$ cat config.mk
export PLATFORM = sky130hd
export DESIGN_NAME = inv_permutation_func
export DESIGN_NICKNAME = d
export VERILOG_FILES = /design/src/rtl/inv_permutation_func.sv
export SDC_FILE = /design/constraint.sdc
export NUM_CORES = 1
export LEC_CHECK = 0
export ABC_AREA = 1
export CAP_MARGIN = 20
export CELL_PAD_IN_SITES_DETAIL_PLACEMENT = 1
export CELL_PAD_IN_SITES_GLOBAL_PLACEMENT = 2
export CORE_MARGIN = 5
export CORE_UTILIZATION = 22
export CTS_CLUSTER_SIZE = 12
export DETAILED_ROUTE_END_ITERATION = 6
export GPL_TIMING_DRIVEN = 0
export MAX_ROUTING_LAYER = met4
export PLACE_DENSITY = 0.81
export SLEW_MARGIN = 20
export SYNTH_ARGS = -nofsm -noshare
export SYNTH_HDL_FRONTEND = slang
export SYNTH_SLANG_ARGS = --single-unit
$ cat constraint.sdc
create_clock -name clk -period 1.4 [get_ports clk]
set_clock_uncertainty 0.1 [all_clocks]
set_input_delay 0.35 -clock clk [delete_from_list [all_inputs] [get_ports clk]]
set_output_delay 0.35 -clock clk [all_outputs]
set_load 0.01 [all_outputs]
$ cat src/rtl/inv_permutation_func.sv
// Inverse pi lane permutation over a stream of 64 slices of 25 bits.
// One slice is held at a time: load it, permute it in place, then write it out under handshake.
module inv_permutation_func #(
    parameter int W     = 25,
    parameter int LINES = 64,
    parameter int CNT_W = 6
) (
    input  logic             clk,
    input  logic             rst,
    input  logic             start,
    input  logic             in_valid,
    input  logic [W-1:0]     line_in,
    output logic             in_ready,
    input  logic             out_ready,
    output logic             write_enable,
    output logic [W-1:0]     write_value,
    output logic [CNT_W-1:0] cnt_value,
    output logic             busy,
    output logic             done
);

    localparam logic [2:0] S_IDLE  = 3'd0;
    localparam logic [2:0] S_LOAD  = 3'd1;
    localparam logic [2:0] S_PERM  = 3'd2;
    localparam logic [2:0] S_WRITE = 3'd3;
    localparam logic [2:0] S_DONE  = 3'd4;

    localparam logic [CNT_W-1:0] LAST = CNT_W'(LINES - 1);

    logic [2:0]       state;
    logic [W-1:0]     slice_reg;
    logic [W-1:0]     slice_pi;
    logic [CNT_W-1:0] cnt;

    // out(x,y) = in(y, (2x+3y) mod 5), bit index 5*y + x; undoes the forward pi.
    for (genvar y = 0; y < 5; y++) begin : g_row
        for (genvar x = 0; x < 5; x++) begin : g_col
            assign slice_pi[5*y + x] = slice_reg[5*((2*x + 3*y) % 5) + y];
        end
    end

    always_ff @(posedge clk or posedge rst) begin
        if (rst) begin
            state     <= S_IDLE;
            slice_reg <= '0;
            cnt       <= '0;
        end else begin
            case (state)
                S_IDLE: begin
                    if (start) begin
                        cnt   <= '0;
                        state <= S_LOAD;
                    end
                end
                S_LOAD: begin
                    if (in_valid) begin
                        slice_reg <= line_in;
                        state     <= S_PERM;
                    end
                end
                S_PERM: begin
                    slice_reg <= slice_pi;
                    state     <= S_WRITE;
                end
                S_WRITE: begin
                    if (out_ready) begin
                        if (cnt == LAST) begin
                            state <= S_DONE;
                        end else begin
                            cnt   <= cnt + 1'b1;
                            state <= S_LOAD;
                        end
                    end
                end
                S_DONE: begin
                    cnt   <= '0;
                    state <= S_IDLE;
                end
                default: state <= S_IDLE;
            endcase
        end
    end

    // write_value mirrors slice_reg continuously; only write_enable qualifies it.
    assign in_ready     = (state == S_LOAD);
    assign write_enable = (state == S_WRITE);
    assign write_value  = slice_reg;
    assign cnt_value    = cnt;
    assign busy         = (state != S_IDLE);
    assign done         = (state == S_DONE);

endmodule

Word-level counts from Yosys, hierarchy flattened:

Index checks and enable logic that the tools add are counted.

* word-level logic and storage cells: 34
* bits of input ports: 30
* register bits: 34

* bitwise operators: 1
* eq/ne operators: 9
* reductions and logical operators: 8
* $add $sub $neg: 1
* multiplexer cells: 11

Operator list (count)
* 25-bit one-hot mux with 2 select lines: 1
* 25-bit two-way mux: 1
* 6-bit two-way mux: 3
* 6-bit one-hot mux with 3 select lines: 1
* 3-bit two-way mux: 4
* 3-bit one-hot mux with 4 select lines: 1
* 2-bit inequality test (second input constant): 4
* 6-bit by 1-bit adder with 6-bit output (second input constant): 1
* 3-bit by 2-bit == test with 1-bit output (second input constant): 2
* 6-bit == test (second input constant): 1
* 3-bit AND reduction: 2
* 3-bit nonzero test: 2
* 4-bit AND reduction: 1
* 3-bit by 1-bit == test with 1-bit output (second input constant): 1
* 3-bit == test (second input constant): 1
* 3-bit logical NOT: 1
* 2-bit AND reduction: 1
* 2-bit nonzero test: 1
* 1-bit NOT: 1

Logic depth before layout (Yosys ltp):

* word-level depth: 4
* mapped depth: 9

Least setup slack after synthesis:

No wires, ideal clock.

* kind: register to register
* start: reg cnt[0], in the netlist cnt_value[0]
* end: reg cnt[5], in the netlist cnt_value[5]
* path slack: -55 ps
* cell stages (with the launch flop): 8
* data arrival time: 1238 ps
* period minus slack after synthesis: 1455 ps
* data required time: 1183 ps
* setup time: 117 ps
* cell sequence: dfrtp_1 > ha_1 > nand3_1 > nor2_1 > nand2_1 > nand4_1 > nand2_1 > nand2_1

* cells in the longest elaborated chain, start to end: 4
* elaborated cells between the ends (all ways): 7

RTL lines
* start: declaration: RTL line 33 `logic [CNT_W-1:0] cnt;`
* start signal: assignment: RTL line 70 `cnt <= cnt + 1'b1;`
* 6-bit by 1-bit adder with 6-bit output: RTL line 70
* 6-bit two-way mux: RTL line 67 `if (cnt == LAST) begin`
* 6-bit two-way mux: RTL line 66 `if (out_ready) begin`
* 6-bit one-hot mux with 3 select lines: RTL line 48 `case (state)`

Several ways; a longest one is shown, not always the timed one. The select of a mux whose other input is x is not followed.
A chain may end at the register's enable or synchronous reset.

Worst setup path in the final report:

* start: reg state[2]
* end: out write_enable

* cells in the longest elaborated chain, start to end: 1

RTL lines
* start: declaration: RTL line 30 `logic [2:0] state;`
* start signal: assignment: RTL line 44 `state <= S_IDLE;`
* start signal: assignment: RTL line 52 `state <= S_LOAD;`
* start signal: assignment: RTL line 58 `state <= S_PERM;`
* 3-bit by 2-bit == test with 1-bit output: RTL line 86 `assign write_enable = (state == S_WRITE);`
* end: declaration: RTL line 15 `output logic write_enable,`

Every way passes these cells.

==> metrics.csv <==
stage,metric,value,unit
worst_setup_path,Worst path slowest cell,dfrtp_2,
worst_setup_path,crit path from,state[2]$_DFFE_PP0P_,
finish,layout cells sized above 1,28.4,%
run_status,status,"finished, violations left",
clocking,CTS max path bufs,2,
clocking,clk_lat worst skew,290,ps
pwr,Internal,3.37,mW
synth,Yosys top cell area share,46.9,%
pwr,sw frac,43.8,%
sta,Final Hold Viols,0,
synth,Syn Std Cell Area,1810,sq um
run,max_cap viols,0,
pwr,total power,6.00,mW
synth,Synth Net Count,272,
die,DIE AREA,10200,sq um
drt,final WL,6230,microns
worst_setup_path,most frequent CP cell,buf_6,
drt,WL met1,2780,microns
drt,max layer used,met4,
drt,DR WL/cell,14.1,microns
synth,"area leader, netlist",dfrtp_1,
worst_setup_path,worst reg2reg path depth,6,
synth,most numerous cell in the Yosys netlist,nand2_1,
place,pre-CTS setup slack,-450,ps
pwr,Switch Pwr,2.63,mW
finish,number of diodes,0,
sta,Final Max Tran Viols,0,
finish,Nets,368,
clocking,clock sink count,34,
synth,Yosys cell types,24,
clocking,clk slew on worst S/H paths,70,ps
worst_setup_path,"Cell Chain, Critical Path","buf_6, nor2_4, buf_6",
drt,Iter 0 DRT Violations,68,
synth,syn_area_per_cell,7.52,sq um
pwr,Pwr Density,2060,nW/um^2
worst_setup_path,Worst setup SP type,flip-flop,
drt,Routed Antenna Nets,0,
die,core region area,8130,sq um
worst_setup_path,Crit path largest cell delay,440,ps
pwr,clock network power share,12.8,%
global_route,largest net degree at the start of global routing,29,
die,IO Pins,65,
finish,cell area after layout,2910,sq um
place,Placed Cells incl. Taps,411,
global_route,first-pass GRT wire length,10300,microns
die,die width,101,microns
clocking,H-Tree Level Count,2,
finish,combined area of the multi-input logic cells,832,sq um
drt,DR pass1 iterations,4,
global_route,grt total ovfl,0,
synth,Mapped Cells,241,
pwr,Worst IR Drop VDD,465,uV
clocking,hold-fix buffer count after cts,0,
sta,Setup-failing EPs final,36,
finish,register area,857,sq um
die,Die Height,101,microns
worst_setup_path,CP arrival,1110,ps
worst_setup_path,worst setup path endpoint,write_enable,
clocking,TritonCTS clock tree,done,
sta,Worst-Margin Slew,328,ps
sta,min cycle time layout,1560,ps
sta,unrepaired setup endpoints after global routing,true,
sta,final period utilization,111,%
worst_setup_path,reg2reg start,state[2]$_DFFE_PP0P_,
pwr,Comb pwr share,59.4,%
clocking,clk root buf,clkbuf_8,
drt,Routed met3 length,273,microns
global_route,number of global-route vias before repair,2081,
synth,Synth async-reset ratio,100,%
die,initial core utilization,22.3,%
drt,routed vias,1900,
clocking,CTS buffer count,5,
worst_setup_path,crit path buf inv count,2,
drt,# DRC,0,
synth,Synth Flop Type,dfrtp_1,
drt,DR vias/cell,4.29,
synth,Synth area leaders,"dfrtp_1 (47%), nand2_1 (17%), o21ai_0 (8.0%), inv_1 (6.2%), o21ai_1 (5.2%)",
die,# rows,33,
sta,Final WS setup,-159,ps
worst_setup_path,cell family with most CP delay,flip-flops,
run_status,failing checks,setup timing,
sta,slew margin rel.,77.9,%
worst_setup_path,WS Path Type,flip-flop to output port,
synth,"flops & latches, synth",34,
worst_setup_path,Worst path depth,3,
place,RePlAce Congestion,0.785,
place,Post-DP HPWL,4490,microns
sta,achievable frequency,642,MHz
place,Port Buf Inserts,64,
worst_setup_path,FF-to-FF End,cnt_value[4]$_DFFE_PP0P_,
global_route,initial antenna violation count,0,
finish,"non-filler cells, final",443,
finish,Area Growth Syn to Fin,60.7,%
place,Post-Place Cell Area,2610,sq um
pwr,Leak,1.41,nW
finish,fill cell count,992,
synth,YS warnings,0,
synth,post-synthesis sequential area ratio,46.9,%
global_route,total global-route track usage,13.4,%
worst_setup_path,Setup crit end kind,output port,
pwr,sequential share of power,27.7,%
drt,met2 wire length,3020,microns
worst_setup_path,"Req. time, crit path",950,ps
worst_setup_path,worst reg-to-reg setup slack,-100,ps
worst_hold_path,min-delay worst type,primary input to asynchronous set/reset pin,
synth,Post-synth EDFFs,0,
worst_setup_path,CP max FO,3,
synth,Post-synth top cells,"nand2_1 (81), dfrtp_1 (34), inv_1 (30)",
-- cell families after synthesis --
family / after synthesis / share of synthesized area, %
compound gates: 52 / 15.2
fa+ha+maj: 1 / 0.690
xor+xnor: 3 / 1.45
buf+inv: 43 / 10.6
simple gates: 108 / 25.2
flops: 34 / 46.9
-- final cells by class --
class | count | area share, %
sequential | 34 | 29.4
multi-input combinational | 164 | 28.6
timing repair buffer | 89 | 26.8
tap | 105 | 4.51
inverter | 33 | 4.25
buffer | 10 | 3.22
clock buffer | 6 | 2.84
clock inverter | 2 | 0.430
-- metrics by stage --
| step | hold WS (ps) | setup TNS [ps] | utilization (%) |
|---|---|---|---|
| 2_1_floorplan | 379 | 0 | - |
| 3_3_place_gp | 372 | -35190 | 31.9 |
| 3_5_place_dp | 387 | -10870 | 32.1 |
| 4_1_cts | 178 | -1510 | 35.1 |
| 5_1_grt | 193 | -5240 | 35.8 |
| 6_report | 188 | -1770 | 35.8 |
-- how the worst min path moves through the flow --
stage | endpoint | slack, ps | depth (start not counted)
after CTS | cnt_value[1]$_DFFE_PP0P_ | 180 | 2
final | cnt_value[1]$_DFFE_PP0P_ | 190 | 2
after global routing | cnt_value[1]$_DFFE_PP0P_ | 190 | 2
after detailed placement | write_value[0]$_DFFE_PP0P_ | 390 | 2
after global placement | write_value[0]$_DFFE_PP0P_ | 370 | 2
after floorplan | state[1]$_DFFE_PP0P_ | 380 | 2
-- power groups by stage --
stage | sequential (mW) | combinational, mW | clock [mW]
after floorplan | 1.82 | 1.64 | 0
final | 1.66 | 3.57 | 0.770
after detailed placement | 1.68 | 3.31 | 0
after global routing | 1.73 | 3.98 | 0.835
after global placement | 1.69 | 3.25 | 0
after CTS | 1.67 | 3.45 | 0.801
-- worst reg2reg max path, stage by stage (launching register included) --
cell	delay, ps
dfrtp_2	440
buf_6	130
o21ai_0	290
nand4_1	160
buf_6	160
nand2_1	60
nand2_1	50
-- state kept, by name, summed over array words and instances, names as in the netlist --
name and flops:
write_value 25, state 3, cnt_value 6
-- layout by cell type, fill, tap and decap left out, drive strengths merged --
| master | instances |
|---|---|
| nand3b | 1 |
| clkinv | 1 |
| inv | 33 |
| dfrtp | 34 |
| nand4 | 1 |
| clkdlybuf4s15 | 14 |
| clkinvlp | 1 |
| xor2 | 2 |
| xnor2 | 1 |
| nand3 | 5 |
| clkbuf | 23 |
| nor3 | 1 |
| nor2 | 15 |
| o21ai | 52 |
| buf | 39 |
| ha | 1 |
| clkdlybuf4s50 | 29 |
| nand2 | 85 |
-- per-layer routing --
layer	vias up	global-route usage [%]
met5	-	-
met3	12	2.28
li1	943	-
met2	50	21.4
met4	0	5.08
met1	895	16.9
-- what timing repair did --
item,4_1_cts,5_1_grt
endpoints found under the setup margin,66,53
pin swaps,3,5
buffers inserted,15,9
cloned,0,0
gates resized for setup,98,37
No activity file was read; power rests on OpenSTA's default activity.
